[src/rtl/adder_bist_pkg.sv]
// Shared types and defaults for the adder self-test controller.
// The delay-line entry carries the expected {carry,sum} next to its vector index.
package adder_bist_pkg;

  localparam int DATA_W_DEF = 8;
  localparam int LAT_MAX    = 7;
  localparam int CNT_W_DEF  = 16;
  localparam int DRAIN_W    = $clog2(LAT_MAX + 1);

  typedef enum logic [1:0] {
    IDLE,
    DRIVE,
    DRAIN,
    DONE
  } state_t;

  typedef struct packed {
    logic                  valid;
    logic [CNT_W_DEF-1:0]  idx;
    logic [DATA_W_DEF:0]   exp;
  } exp_entry_t;

endpackage

[src/rtl/adder_bist_pipe.sv]
// LAT-deep delay line of expected results, aligned with the adder's own latency.
// With LAT=0 the entry is compared in the same cycle, so it is a plain wire.
module adder_bist_pipe
  import adder_bist_pkg::*;
#(
  parameter int LAT = 1
) (
  input  logic       clk,
  input  logic       rstn,
  input  exp_entry_t in_entry,
  output exp_entry_t out_entry
);

  if (LAT == 0) begin : g_pass
    assign out_entry = in_entry;
  end else begin : g_shift
    exp_entry_t stage_q [LAT];
    exp_entry_t stage_d [LAT];

    always_comb begin
      stage_d[0] = in_entry;
      for (int i = 1; i < LAT; i++) begin
        stage_d[i] = stage_q[i-1];
      end
    end

    always_ff @(posedge clk or negedge rstn) begin
      if (!rstn) begin
        for (int i = 0; i < LAT; i++) begin
          stage_q[i] <= '0;
        end
      end else begin
        for (int i = 0; i < LAT; i++) begin
          stage_q[i] <= stage_d[i];
        end
      end
    end

    assign out_entry = stage_q[LAT-1];
  end

endmodule

[src/rtl/adder_bist_ctrl.sv]
// Self-test driver and checker for the 8-bit adder: walks idx over {b,a},
// compares the delayed adder response to a+b and reports pass/err_cnt/first_err_idx.
module adder_bist_ctrl
  import adder_bist_pkg::*;
#(
  parameter int DATA_W = DATA_W_DEF,
  parameter int LAT    = 1,
  parameter int CNT_W  = CNT_W_DEF
) (
  input  logic              clk,
  input  logic              rstn,
  input  logic              start,
  input  logic [CNT_W-1:0]  n_vec,
  output logic [DATA_W-1:0] a,
  output logic [DATA_W-1:0] b,
  input  logic [DATA_W-1:0] sum,
  input  logic              carry,
  output logic              busy,
  output logic              done,
  output logic              pass,
  output logic [CNT_W-1:0]  err_cnt,
  output logic [CNT_W-1:0]  first_err_idx
);

  state_t             state_q, state_d;
  logic [CNT_W-1:0]   n_vec_q, n_vec_d;
  logic [CNT_W-1:0]   idx_q, idx_d;
  logic [DRAIN_W-1:0] drain_q, drain_d;
  logic [DATA_W-1:0]  a_q, a_d;
  logic [DATA_W-1:0]  b_q, b_d;
  logic               busy_q, busy_d;
  logic               done_q, done_d;
  logic               pass_q, pass_d;
  logic [CNT_W-1:0]   err_cnt_q, err_cnt_d;
  logic [CNT_W-1:0]   first_q, first_d;

  exp_entry_t push_entry;
  exp_entry_t pop_entry;
  logic       mismatch;
  logic       finish;

  // Only DRIVE cycles push real vectors; DRAIN pushes bubbles to flush the line.
  always_comb begin
    push_entry.valid = (state_q == DRIVE);
    push_entry.idx   = idx_q;
    push_entry.exp   = {1'b0, a_q} + {1'b0, b_q};
  end

  adder_bist_pipe #(
    .LAT(LAT)
  ) u_pipe (
    .clk      (clk),
    .rstn     (rstn),
    .in_entry (push_entry),
    .out_entry(pop_entry)
  );

  assign mismatch = pop_entry.valid && ({carry, sum} != pop_entry.exp);

  always_comb begin
    state_d   = state_q;
    n_vec_d   = n_vec_q;
    idx_d     = idx_q;
    drain_d   = drain_q;
    a_d       = a_q;
    b_d       = b_q;
    busy_d    = busy_q;
    done_d    = 1'b0;
    pass_d    = pass_q;
    err_cnt_d = err_cnt_q;
    first_d   = first_q;
    finish    = 1'b0;

    if (mismatch) begin
      err_cnt_d = (&err_cnt_q) ? err_cnt_q : err_cnt_q + 1'b1;
      if (err_cnt_q == '0) begin
        first_d = pop_entry.idx;
      end
    end

    unique case (state_q)
      IDLE: begin
        if (start) begin
          n_vec_d   = n_vec;
          err_cnt_d = '0;
          first_d   = '0;
          pass_d    = 1'b0;
          if (n_vec == '0) begin
            finish = 1'b1;
          end else begin
            state_d = DRIVE;
            busy_d  = 1'b1;
            idx_d   = '0;
            a_d     = '0;
            b_d     = '0;
          end
        end
      end
      DRIVE: begin
        if (idx_q == n_vec_q - 1'b1) begin
          if (LAT > 0) begin
            state_d = DRAIN;
            drain_d = '0;
          end else begin
            finish = 1'b1;
          end
        end else begin
          idx_d = idx_q + 1'b1;
          a_d   = idx_d[DATA_W-1:0];
          b_d   = idx_d[2*DATA_W-1:DATA_W];
        end
      end
      DRAIN: begin
        if (drain_q == DRAIN_W'(LAT - 1)) begin
          finish = 1'b1;
        end else begin
          drain_d = drain_q + 1'b1;
        end
      end
      DONE: begin
        state_d = IDLE;
      end
      default: state_d = IDLE;
    endcase

    // The last vector is checked on the same edge that leaves the run, so
    // pass has to look at the updated error count.
    if (finish) begin
      state_d = DONE;
      busy_d  = 1'b0;
      done_d  = 1'b1;
      pass_d  = (err_cnt_d == '0);
    end
  end

  always_ff @(posedge clk or negedge rstn) begin
    if (!rstn) begin
      state_q   <= IDLE;
      n_vec_q   <= '0;
      idx_q     <= '0;
      drain_q   <= '0;
      a_q       <= '0;
      b_q       <= '0;
      busy_q    <= 1'b0;
      done_q    <= 1'b0;
      pass_q    <= 1'b0;
      err_cnt_q <= '0;
      first_q   <= '0;
    end else begin
      state_q   <= state_d;
      n_vec_q   <= n_vec_d;
      idx_q     <= idx_d;
      drain_q   <= drain_d;
      a_q       <= a_d;
      b_q       <= b_d;
      busy_q    <= busy_d;
      done_q    <= done_d;
      pass_q    <= pass_d;
      err_cnt_q <= err_cnt_d;
      first_q   <= first_d;
    end
  end

  assign a             = a_q;
  assign b             = b_q;
  assign busy          = busy_q;
  assign done          = done_q;
  assign pass          = pass_q;
  assign err_cnt       = err_cnt_q;
  assign first_err_idx = first_q;

endmodule

[config.mk]
export PLATFORM = sky130hd
export DESIGN_NAME = adder_bist_ctrl
export DESIGN_NICKNAME = d
export VERILOG_FILES = /design/src/rtl/adder_bist_pkg.sv /design/src/rtl/adder_bist_pipe.sv /design/src/rtl/adder_bist_ctrl.sv
export SDC_FILE = /design/constraint.sdc
export NUM_CORES = 1
export LEC_CHECK = 0
export ABC_AREA = 1
export ABC_CLOCK_PERIOD_IN_PS = 2000
export CORE_MARGIN = 5
export CORE_UTILIZATION = 51
export DETAILED_ROUTE_END_ITERATION = 8
export GPL_TIMING_DRIVEN = 0
export HOLD_SLACK_MARGIN = 0.12
export PLACE_DENSITY = 0.86
export SETUP_SLACK_MARGIN = 0.02
export SYNTH_ARGS = -nofsm -noshare
export SYNTH_HDL_FRONTEND = slang
export SYNTH_SLANG_ARGS = --single-unit
[constraint.sdc]
create_clock -name clk -period 2 [get_ports clk]
set_input_delay 0.4 -clock clk [delete_from_list [all_inputs] [get_ports clk]]
set_output_delay 0.4 -clock clk [all_outputs]
set_load 0.02 [all_outputs]
==> Implementation_results.wiki <==
{| class="wikitable"
! Metric !! Value
|-
| Result of the run || finished with violations
|-
| Failing checks || setup timing
|-
| Count of standard-cell rows || 39
|-
| CTS tree || done
|-
| Hold WC Path Type || reg2reg
|-
| Crit path setup slack, layout || -94.6 ps
|-
| Area share of the leading cell type in the synthesized netlist || 40.5%
|-
| Clock tree sinks || 98
|-
| Sum of net half-perimeters after detailed placement || 10.8 mm
|-
| Sequential cell area fraction in the yosys report || 40.5%
|-
| Area of the core || 11,500 um2
|-
| Data arrival time at the worst-slack endpoint || 2380 ps
|-
| Total number of vias || 5,833
|-
| DRC marker count from the first detailed-route iteration || 734
|-
| Post-detailed-route DRC marker count || 0
|-
| H-tree depth || 3
|-
| Combined area of the multi-input logic cells || 3180 um2
|-
| Average cell area after synthesis || 7.81 um2
|-
| Commonest cells after routing, fill and taps aside || sky130_fd_sc_hd__nand2_1, sky130_fd_sc_hd__inv_1, sky130_fd_sc_hd__dfrtp_1
|-
| Final Cycle Share || 105%
|-
| Relative max-transition margin || 55.8%
|-
| Net count, final || 963
|-
| Placer congestion estimate || 0.960
|-
| Final hold violations || 0
|-
| WP data required || 2290 ps
|-
| Fmax || 0.477 GHz
|-
| Share of post-route cells with drive strength above 1 || 25.6%
|-
| Internal power component || 5.58 mW
|-
| Cell variety after synth || 39
|-
| Area enclosed by the die boundary || 14,200 um2
|-
| Maximum buffer depth of the clock tree || 2
|-
| Part of the total power dissipated in sequential elements || 30.7%
|-
| Residual overflow from global routing || 0
|-
| Clock transition at the registers of the reported paths || 70 ps
|-
| Post-synthesis instance area || 6060 um2
|-
| Beginning of the critical path || err_cnt[0]
|-
| FF-to-FF Start || err_cnt[0]
|-
| Fin Clk Skew || 13.7 ps
|-
| Proportion of register bits with asynchronous set or reset after synthesis || 100%
|-
| Post-Syn Instances || 775
|-
| Kind of critical path || reg2reg
|-
| Sum of routed wire length over all layers || 17.0 mm
|-
| Top-Level Pins || 79
|-
| Library cell used as clock root buffer || sky130_fd_sc_hd__clkbuf_16
|-
| Initial antenna violation count || 0
|-
| Number of buffers added on ports || 78
|-
| Synthesized netlist net count || 823
|-
| Register cell area after layout || 2480 um2
|-
| Combinational share of power || 51.0%
|-
| First-pass GRT wire length || 26.5 mm
|-
| Post-DRT Antenna Nets || 0
|-
| Worst-skew pair later-pin latency || 360 ps
|-
| Most used flip-flop cell after synthesis || sky130_fd_sc_hd__dfrtp_1
|-
| Largest net degree at the start of global routing || 63
|-
| Average vias per placed instance || 5.49
|-
| Height of the chip || 119 um
|-
| Vias in the first global route || 5,536
|-
| Starting Density || 52.6%
|-
| Horizontal die dimension || 119 um
|-
| Cell type contributing the most total cell area after synthesis || sky130_fd_sc_hd__dfrtp_1
|-
| Final core utilization || 70.3%
|-
| Power density over the cells || 1200 nW/um2
|-
| Worst Path Max Fanout || 6
|-
| Synth-to-layout area growth || 33.7%
|-
| Fill cell instance count of the final layout || 792
|-
| Routed wirelength normalized by instance count || 16.0 um
|-
| Leakage power of the design || 4.08 nW
|-
| #FFs+latches synth || 98
|-
| Setup Viol. Count Final || 4
|-
| Transition at the pin with the smallest max-transition slack || 657 ps
|-
| Total routing usage reported by global routing || 22.9%
|-
| Count of synthesis-stage warnings from yosys || 0
|-
| Share of power burned in the clock network || 18.3%
|-
| Most common library cell in the layout ignoring fill and taps || sky130_fd_sc_hd__nand2_1
|-
| Unrepaired setup endpoints after global routing || true
|-
| Count of TritonRoute iterations in the first routing pass || 7
|-
| Number of max-cap violations || 0
|-
| Period minus WS final || 2090 ps
|-
| Switching share of power || 42.7%
|-
| Diode count || 0
|-
| Largest cells by area after synthesis || sky130_fd_sc_hd__dfrtp_1, sky130_fd_sc_hd__nand2_1, sky130_fd_sc_hd__inv_1, sky130_fd_sc_hd__xor2_1, sky130_fd_sc_hd__nand3_1
|-
| Number of enable flip-flop cells after synthesis || 0
|-
| Type of destination of the critical path || flop
|-
| Final setup TNS || -191 ps
|-
| Total CTS buffers || 9
|-
| Startpoint of the tightest hold check path || idx_q[11]
|-
| VDD IR-drop max || 713 uV
|-
| Switching power || 4.16 mW
|-
| Launching element type of the critical path || flop
|-
| Number of max-slew violations in the final report || 0
|}
[area by class of cell]
cell class	count	area share, %
Buffer	35	3.57
Timing Repair Buffer	129	15.1
Tap cell	143	2.21
Multi-Input combinational cell	523	39.2
Clock inverter	6	0.896
Sequential cell	98	30.6
Clock buffer	9	2.78
Inverter	119	5.55
[critical path: stages (launching register included)]
cell	delay (ps)
sky130_fd_sc_hd__dfrtp_2	400
sky130_fd_sc_hd__buf_4	170
sky130_fd_sc_hd__nand3_2	130
sky130_fd_sc_hd__inv_2	120
sky130_fd_sc_hd__nand2_1	90
sky130_fd_sc_hd__nor3b_2	220
sky130_fd_sc_hd__xor2_1	250
sky130_fd_sc_hd__nand2_2	90
sky130_fd_sc_hd__nand2_2	90
sky130_fd_sc_hd__nand2_1	50
sky130_fd_sc_hd__nor2_1	100
sky130_fd_sc_hd__nand2_1	80
sky130_fd_sc_hd__nor2_1	100
sky130_fd_sc_hd__nand2_1	60
sky130_fd_sc_hd__nand2_1	50
[Yosys cell counts (3+ instances only)]
cell,n
sky130_fd_sc_hd__dfrtp_1,98
sky130_fd_sc_hd__buf_4,17
sky130_fd_sc_hd__inv_1,113
sky130_fd_sc_hd__or2_2,8
sky130_fd_sc_hd__o21ai_0,41
sky130_fd_sc_hd__clkbuf_1,10
sky130_fd_sc_hd__o21ai_2,15
sky130_fd_sc_hd__nor3_1,9
sky130_fd_sc_hd__nand3_2,4
sky130_fd_sc_hd__buf_12,3
sky130_fd_sc_hd__inv_2,5
sky130_fd_sc_hd__xnor2_1,14
sky130_fd_sc_hd__nand2_2,19
sky130_fd_sc_hd__ha_1,19
sky130_fd_sc_hd__nand4_1,22
sky130_fd_sc_hd__nand3_1,56
sky130_fd_sc_hd__buf_2,4
sky130_fd_sc_hd__xor2_1,33
sky130_fd_sc_hd__nor2_2,6
sky130_fd_sc_hd__nor4_1,6
sky130_fd_sc_hd__a21oi_1,26
sky130_fd_sc_hd__nand2_1,178
sky130_fd_sc_hd__nor2_1,48
[through the flow]
step / instance area [um2] / power [mW] / worst slack (ps) / hold slack [ps] / std cells
after global routing: 8100 / 10.4 / -259 / 454 / 1062
final: 8100 / 9.74 / -94.6 / 453 / 1062
after global placement: 7020 / 6.99 / -3260 / 450 / 996
after floorplan: 6060 / 5.81 / 72.8 / 104 / 775
after CTS: 7810 / 9.31 / 11.9 / 464 / 1046
after detailed placement: 7040 / 7.12 / -754 / 391 / 997
[kinds of logic after synthesis]
logic type                 count (synthesis)  synth area share (%)
DFF                                       98                  40.5
xor gates and xnor gates                  47                  6.80
AOI/OAI and AO/OA                         87                  8.26
and+or+nand+nor                          369                  28.7
buffers and inverters                    154                  11.5
adders and majority gates                 20                  4.26
[path summary, 6_finish.rpt]
kind | end | slack (ps) | cells after the start
max | pass | -90 | 14
min reg2reg | u_pipe.out_entry[20] | 450 | 0
max in group asynchronous | idx_q[6] | 790 | 3
max reg2reg | pass | -90 | 14
min in group asynchronous | err_cnt[13] | 550 | 2
min | u_pipe.out_entry[20] | 450 | 0
[power groups by stage]
stage          Combinational, mW  Sequential [mW]  Clock (mW)
3_5_place_dp                4.09             3.03           0
4_1_cts                     4.54             2.97        1.80
2_1_floorplan               2.58             3.23           0
5_1_grt                     5.44             3.06        1.88
6_report                    4.96             2.99        1.79
3_3_place_gp                3.99             3.00           0
[layer usage]
metal | vias up | track usage (%) | share of wire, %
li1 | 2723 | - | -
met1 | 2723 | 28.4 | 38
met2 | 307 | 39.4 | 49
met3 | 80 | 3.27 | 8.1
met4 | 0 | 11.0 | 4.2
met5 | - | 0 | 0
[state kept, by name (all words and copies together), names as in the netlist]
name / count
busy: 1
done: 1
drain_q: 3
err_cnt: 16
first_err_idx: 16
idx_q: 16
n_vec_q: 16
pass: 1
state_q: 2
u_pipe.out_entry: 26
[timing repair]
item / in CTS / in global routing
resized for setup: 71 / 60
pin swaps: 27 / 18
hold buffers: 1 / 0
endpoints found under the setup margin: 73 / 62
hold endpoints to repair: 36 / 0
buffers inserted: 31 / 18
gates cloned: 2 / 0
No activity file was read; power rests on OpenSTA's default activity.
